$ cat config.mk
export PLATFORM = sky130hd
export DESIGN_NAME = sg7_scan_decoder_flat
export DESIGN_NICKNAME = d
export VERILOG_FILES = /design/src/rtl/sg7_scan_decoder_if.sv /design/src/rtl/sg7_scan_decoder.sv /design/src/flat_wrapper.sv
export SDC_FILE = /design/constraint.sdc
export NUM_CORES = 1
export LEC_CHECK = 0
export BUFFER_PORTS_ARGS = -buffer_cell sky130_fd_sc_hd__buf_4
export CAP_MARGIN = 20
export CORE_UTILIZATION = 53
export CTS_BUF_LIST = sky130_fd_sc_hd__clkbuf_8
export CTS_CLUSTER_SIZE = 28
export DETAILED_ROUTE_END_ITERATION = 6
export GPL_ROUTABILITY_DRIVEN = 1
export PLACE_DENSITY = 0.73
export SYNTH_ARGS = -nofsm -noshare
export SYNTH_HDL_FRONTEND = slang
export SYNTH_SLANG_ARGS = --single-unit
$ cat constraint.sdc
create_clock -name clk -period 3.3 [get_ports clk]
set_input_delay 0.66 -clock clk [delete_from_list [all_inputs] [get_ports clk]]
set_output_delay 0.66 -clock clk [all_outputs]
set_load 0.01 [all_outputs]
$ cat src/rtl/sg7_scan_decoder_if.sv
`default_nettype none
// ============================================================================
//  Module   : sg7_scan_decoder_if
//  Purpose  : Bundles the sniffed 7-segment display bus (segments + digit
//             enables) with the decoded frame outputs of sg7_scan_decoder.
//  Revision : 1.0  initial release
// ============================================================================
interface sg7_scan_decoder_if #(
    parameter int NUM_DIGITS = 4
);
    logic [6:0]              sg7;
    logic [NUM_DIGITS-1:0]   dig_en;
    logic [4*NUM_DIGITS-1:0] value;
    logic                    valid;
    logic                    seg_err;
    logic                    sel_err;

    // Display-bus side: drives segments/enables, observes decoded frames
    modport master (
        output sg7,
        output dig_en,
        input  value,
        input  valid,
        input  seg_err,
        input  sel_err
    );

    // Decoder side
    modport slave (
        input  sg7,
        input  dig_en,
        output value,
        output valid,
        output seg_err,
        output sel_err
    );
endinterface
`default_nettype wire

$ cat src/rtl/sg7_scan_decoder.sv
`default_nettype none
// ============================================================================
//  Module   : sg7_scan_decoder
//  Purpose  : Sniffs a multiplexed common-digit 7-segment bus, debounces each
//             digit/segment pair, decodes it back to a nibble and assembles
//             a full NUM_DIGITS frame announced by a 1-cycle valid pulse.
//  Revision : 1.0  initial release
// ============================================================================
module sg7_scan_decoder #(
    parameter int NUM_DIGITS    = 4,
    parameter int STABLE_CYCLES = 4,
    parameter int CNT_W         = 3
) (
    input  wire logic             clk,
    input  wire logic             rst,
    sg7_scan_decoder_if.slave     bus
);

    localparam logic [CNT_W-1:0]      c_stable  = CNT_W'(STABLE_CYCLES);
    localparam logic [CNT_W-1:0]      c_cnt_one = CNT_W'(1);
    localparam logic [NUM_DIGITS-1:0] c_dig_one = NUM_DIGITS'(1);

    typedef enum logic [0:0] {
        ST_TRACK = 1'b0,
        ST_HOLD  = 1'b1
    } state_t;

    // Registered bus sample (pair P) and its stability counter
    logic [NUM_DIGITS-1:0]   r_dig;
    logic [6:0]              r_seg;
    logic [CNT_W-1:0]        r_cnt;

    // Partial frame being collected
    logic [4*NUM_DIGITS-1:0] r_buf;
    logic [NUM_DIGITS-1:0]   r_seen;
    logic [NUM_DIGITS-1:0]   r_err;

    // Output registers
    logic [4*NUM_DIGITS-1:0] r_value;
    logic                    r_valid;
    logic                    r_seg_err;
    logic                    r_sel_err;

    state_t                  r_state;
    state_t                  w_state_next;
    logic                    w_eval;

    logic                    w_pair_change;
    logic [CNT_W-1:0]        w_cnt_next;
    logic [3:0]              w_nibble;
    logic                    w_bad_pattern;
    logic                    w_any_dig;
    logic                    w_multi_dig;
    logic                    w_accept;
    logic                    w_sel_evt;
    logic                    w_complete;
    logic [NUM_DIGITS-1:0]   w_seen_upd;
    logic [NUM_DIGITS-1:0]   w_err_upd;
    logic [4*NUM_DIGITS-1:0] w_frame;

    // Segment pattern {g,f,e,d,c,b,a} back to a decimal digit; 4'hF marks garbage
    function automatic logic [4:0] decode_seg(input logic [6:0] seg);
        logic [4:0] res;
        case (seg)
            7'h3F:   res = {1'b0, 4'h0};
            7'h06:   res = {1'b0, 4'h1};
            7'h5B:   res = {1'b0, 4'h2};
            7'h4F:   res = {1'b0, 4'h3};
            7'h66:   res = {1'b0, 4'h4};
            7'h6D:   res = {1'b0, 4'h5};
            7'h7D:   res = {1'b0, 4'h6};
            7'h07:   res = {1'b0, 4'h7};
            7'h7F:   res = {1'b0, 4'h8};
            7'h6F:   res = {1'b0, 4'h9};
            default: res = {1'b1, 4'hF};
        endcase
        return res;
    endfunction

    // The counter looks at the incoming bus against the current sample, so
    // it counts in step with the sample register: the first edge that
    // captures a new pair also restarts the count at 1.
    always_comb begin
        w_pair_change = ({bus.dig_en, bus.sg7} != {r_dig, r_seg});
        if (w_pair_change) begin
            w_cnt_next = c_cnt_one;
        end else if (r_cnt == c_stable) begin
            w_cnt_next = c_stable;
        end else begin
            w_cnt_next = r_cnt + c_cnt_one;
        end
    end

    // Classify the current sample and build the would-be frame contents
    always_comb begin
        {w_bad_pattern, w_nibble} = decode_seg(r_seg);
        w_any_dig   = |r_dig;
        w_multi_dig = |(r_dig & (r_dig - c_dig_one));
        w_accept    = w_eval && w_any_dig && !w_multi_dig;
        w_sel_evt   = w_eval && w_multi_dig;
        w_seen_upd  = r_seen | r_dig;
        w_complete  = &w_seen_upd;
        w_frame     = r_buf;
        w_err_upd   = r_err;
        for (int k = 0; k < NUM_DIGITS; k++) begin
            if (r_dig[k]) begin
                w_frame[4*k +: 4] = w_nibble;
                w_err_upd[k]      = w_bad_pattern;
            end
        end
    end

    // FSM state register
    always_ff @(posedge clk) begin
        if (rst) begin
            r_state <= ST_TRACK;
        end else begin
            r_state <= w_state_next;
        end
    end

    // FSM next state: evaluate a settled pair exactly once, then wait for it to change
    always_comb begin
        w_state_next = r_state;
        w_eval       = 1'b0;
        case (r_state)
            ST_TRACK: begin
                if (r_cnt == c_stable) begin
                    w_eval       = 1'b1;
                    w_state_next = ST_HOLD;
                end
            end
            ST_HOLD: begin
                if (r_cnt == c_cnt_one) begin
                    w_state_next = ST_TRACK;
                end
            end
            default: begin
                w_state_next = ST_TRACK;
            end
        endcase
    end

    // Sampling, frame assembly and output registers
    always_ff @(posedge clk) begin
        if (rst) begin
            r_dig     <= '0;
            r_seg     <= '0;
            r_cnt     <= '0;
            r_buf     <= '0;
            r_seen    <= '0;
            r_err     <= '0;
            r_value   <= '0;
            r_valid   <= 1'b0;
            r_seg_err <= 1'b0;
            r_sel_err <= 1'b0;
        end else begin
            r_dig     <= bus.dig_en;
            r_seg     <= bus.sg7;
            r_cnt     <= w_cnt_next;
            r_valid   <= 1'b0;
            r_sel_err <= w_sel_evt;
            if (w_accept) begin
                if (w_complete) begin
                    r_value   <= w_frame;
                    r_valid   <= 1'b1;
                    r_seg_err <= |w_err_upd;
                    r_seen    <= '0;
                    r_err     <= '0;
                end else begin
                    r_buf     <= w_frame;
                    r_seen    <= w_seen_upd;
                    r_err     <= w_err_upd;
                end
            end
        end
    end

    assign bus.value   = r_value;
    assign bus.valid   = r_valid;
    assign bus.seg_err = r_seg_err;
    assign bus.sel_err = r_sel_err;

endmodule
`default_nettype wire

$ cat src/flat_wrapper.sv
// flat-port wrapper written by rule: the top's interface ports become plain ports
module sg7_scan_decoder_flat 
#(
    parameter int NUM_DIGITS    = 4,
    parameter int STABLE_CYCLES = 4,
    parameter int CNT_W         = 3
)
  (clk, rst, bus_sg7, bus_dig_en, bus_value, bus_valid, bus_seg_err, bus_sel_err);
  sg7_scan_decoder_if #(.NUM_DIGITS(NUM_DIGITS)) bus_i ();
  input  wire logic clk;
  input  wire logic rst;
  input wire logic [$bits(bus_i.sg7)-1:0] bus_sg7;
  input wire logic [$bits(bus_i.dig_en)-1:0] bus_dig_en;
  output wire logic [$bits(bus_i.value)-1:0] bus_value;
  output wire logic [$bits(bus_i.valid)-1:0] bus_valid;
  output wire logic [$bits(bus_i.seg_err)-1:0] bus_seg_err;
  output wire logic [$bits(bus_i.sel_err)-1:0] bus_sel_err;
  assign bus_i.sg7 = bus_sg7;
  assign bus_i.dig_en = bus_dig_en;
  assign bus_value = bus_i.value;
  assign bus_valid = bus_i.valid;
  assign bus_seg_err = bus_i.seg_err;
  assign bus_sel_err = bus_i.sel_err;
  sg7_scan_decoder #(.NUM_DIGITS(NUM_DIGITS), .STABLE_CYCLES(STABLE_CYCLES), .CNT_W(CNT_W)) u_core (.clk(clk), .rst(rst), .bus(bus_i));
endmodule
==> impl_results.md <==
- Worst hold margin: 459 ps
- Ports: 32
- Synthesized cell area: 2760 um2
- Clk_skew: 12.5 ps
- Internal: 0.00104 W
- P per Cell Area: 445 nW/um2
- First-pass GRT wire length: 9.99 mm
- Clk network pwr share: 41.8%
- Core Util, Final: 65.2%
- Worst Hold Path EP: u_core.bus.value[6]$_SDFFE_PP0P_
- Max H-tree Level: 3
- Count of cell types in the netlist: 48
- Final wirelength: 6.04 mm
- CP Capture Type: flop
- Part of the Yosys area used for sequential elements: 42.1%
- Number of synthesized flops with an enable pin: 0
- Die height: 74.2 um
- Top FF cell, synth: dfxtp_1
- Final setup violation count: 0
- Slew Limit Fails: 0
- Vias: 2265
- Worst relative slew slack: 52.7%
- Reg2reg start: u_core.r_dig[3]$_SDFF_PP0_
- Starting Density: 56.5%
- Worst Hold Class: flop to flop
- Count leader, synth: dfxtp_1
- CTS max path bufs: 2
- Chip width: 74.2 um
- Max stage delay on crit path: 780 ps
- Hold depth: 2
- Top cells by area, synth: dfxtp_1 (42%), nor2_1 (5.0%), a21oi_1 (4.2%), xor2_1 (3.8%), mux2i_1 (3.3%)
- DRC Markers: 0
- Via/cell ratio: 5.68
- CTS tree: done
- WS Path Type: flop to flop
- Post-CTS setup buffer count: 0
- Initial antenna violation count: 0
- Clock sink total: 58
- Slowest stage cell, crit path: dfxtp_1
- Cell Chain, Critical Path: xor2_1, o211ai_4, a2111oi_4, mux2i_1, nor2_1
- Cts repair resizes: 0
- Post-Layout Cell Count: 399
- Inst Count DP: 383
- Diode count: 0
- Max-cap viol count: 0
- Unrepaired setup endpoints after global routing: no
- 1st-pass router iterations: 4
- Post-Syn Area per Cell: 9.05 um2
- Largest net degree at the start of global routing: 40
- Setup TNS: 0 ps
- CTS hold repair buffers: 0
- Sw Pwr: 0.000378 W
- Worst R2R End: u_core.r_buf[13]$_SDFFE_PP0P_
- Num rows: 25
- Period Utilization, post-route: 71.5%
- Syn_nets: 321
- Final WS setup: 941 ps
- Worst r2r path cells: 5
- Fmax: 0.424 GHz
- Minimum clock period: 2360 ps
- Status: finished, final reports clean
- # fillers: 452
- Initial DRC count: 163
- Worst-Skew Late Latency: 350 ps
- Switching share of total power: 26.7%
- Critical Path Start Type: flop
- Min-delay src: u_core.bus.value[6]$_SDFFE_PP0P_
- Worst Path Required: 3520 ps
- Multi-input gate area: 1430 um2
- Clock slew at reported path FFs: 70 ps
- Grt total ovfl: 0
- Ys Warns: 0
- VDD IR max: 0.288 mV
- Cells after Synth: 305
- Total CTS buffers: 9
- Avg WL per Cell: 15.1 um
- Final Hold Fails: 0
- Storage cell area: 1160 um2
- Critical path fanouts, max: 16
- Top cell type's share of synthesized area: 42.1%
- Register share of total power: 51.8%
- IO Port Bufs: 31
- Final net count: 343
- Area Growth Syn to Fin: 15.3%
- Leak: 1.16 nW
- Arr. time, crit path: 2580 ps
- Biggest area consumer among synthesized cells: dfxtp_1
- Clock Tree Root: clkbuf_8
- Core outline area: 4880 um2
- Vias in the first global route: 2068
- Final ANT Viol Nets: 0
- Gate power share: 6.5%
- Die area: 5500 um2
- Register bit total from synthesis: 58
- Place WS: 953 ps
- Most frequent cells after synthesis: dfxtp_1 (58), nor2_1 (37), a21oi_1 (23), inv_1 (18)
- Layout cells sized above 1: 19.9%
- Slew at the pin closest to its max-slew limit: 709 ps
- Placed wire-length estimate: 3.95 mm
- Worst reg2reg setup slack: 940 ps
- Async S/R FF share, synth: 0%
- GP Congestion: 0.798
- Tot GR Track Use: 24.9%
-- cells by family (layout without fill, tap and decap cells) --
logic type,Yosys count,count (layout),synth area share (%)
compound gates,87,87,25.6
xor+xnor,13,13,4.13
fa+ha+maj,4,4,1.72
simple gates,91,91,17.0
mux,9,9,3.27
buf+inv,43,70,6.21
flops,58,58,42.1
-- stage by stage --
step / total power, W / cell area, um2
global route: 0.00147 / 3180
finish: 0.00141 / 3180
floorplan: 0.000809 / 2760
global placement: 0.000837 / 3000
detailed placement: 0.000839 / 3000
CTS: 0.00142 / 3180
-- worst max-delay path by stage --
stage | cells after the start | end | start
after floorplan | 8 | u_core.r_buf[13]$_SDFFE_PP0P_ | u_core.r_cnt[0]$_SDFF_PP0_
after global placement | 5 | u_core.bus.value[6]$_SDFFE_PP0P_ | u_core.r_dig[3]$_SDFF_PP0_
after detailed placement | 5 | u_core.bus.value[8]$_SDFFE_PP0P_ | u_core.r_dig[3]$_SDFF_PP0_
after CTS | 5 | u_core.r_buf[9]$_SDFFE_PP0P_ | u_core.r_dig[3]$_SDFF_PP0_
after global routing | 5 | u_core.bus.value[6]$_SDFFE_PP0P_ | u_core.r_dig[3]$_SDFF_PP0_
final | 5 | u_core.r_buf[13]$_SDFFE_PP0P_ | u_core.r_dig[3]$_SDFF_PP0_
-- layout make-up --
cell class | instances | area share, %
inverter | 20 | 2.36
clock buffer | 10 | 4.33
sequential | 58 | 36.5
clock inverter | 6 | 1.34
timing repair buffer | 34 | 8.02
tap | 67 | 2.63
multi-input combinational | 204 | 44.8
-- critical path, delay by kind of cell, from the launching register on --
kind            cells  cell delay, ps
compound gates      2             870
xor+xnor            1             280
flops               1             780
mux                 1             250
simple gates        1              50
-- placed cells by master, fill, tap and decap left out, types with 2 or more instances in the layout --
cell type and n:
a21oi_1 23, o22ai_1 3, nand2_2 2, nand3_1 7, o21ai_0 7, buf_4 34, mux2i_1 9, a2111oi_4 3
clkbuf_8 10, nor2_1 37, a211oi_1 12, nor2b_1 13, nand3b_1 3, or2_1 2, clkinvlp_4 5, nand2_1 12
o32ai_1 8, o2bb2ai_1 5, o21bai_1 4, inv_2 2, o32ai_2 4, nor4_1 3, dfxtp_1 58, a31oi_1 6
ha_1 3, xor2_1 12, inv_1 18, nor3_1 3, a21o_1 3, nand4_1 2
-- state kept, by name (all words and copies together), names as in the netlist, 3 cells and up --
signal            cells
u_core.bus.value     16
u_core.r_cnt          3
u_core.r_seen         4
u_core.r_dig          4
u_core.r_seg          7
u_core.r_buf         16
u_core.r_err          4
-- per-layer routing --
metal	wire (um)	track usage (%)	vias to the layer above
li1	-	-	1126
met1	2950	32.6	1080
met2	2760	38.6	50
met3	224	5.69	9
met4	97	12.2	0
met5	0	0	-
-- power groups by stage --
| stage | clock network [W] | logic (W) | registers, W |
|---|---|---|---|
| after floorplan | 0 | 0.0000800 | 0.000729 |
| after global placement | 0 | 0.0000901 | 0.000747 |
| after detailed placement | 0 | 0.0000909 | 0.000748 |
| after CTS | 0.000597 | 0.0000911 | 0.000732 |
| after global routing | 0.000633 | 0.000100 | 0.000734 |
| final | 0.000591 | 0.0000913 | 0.000733 |
Note: power is estimated with default switching activity, not from simulation.
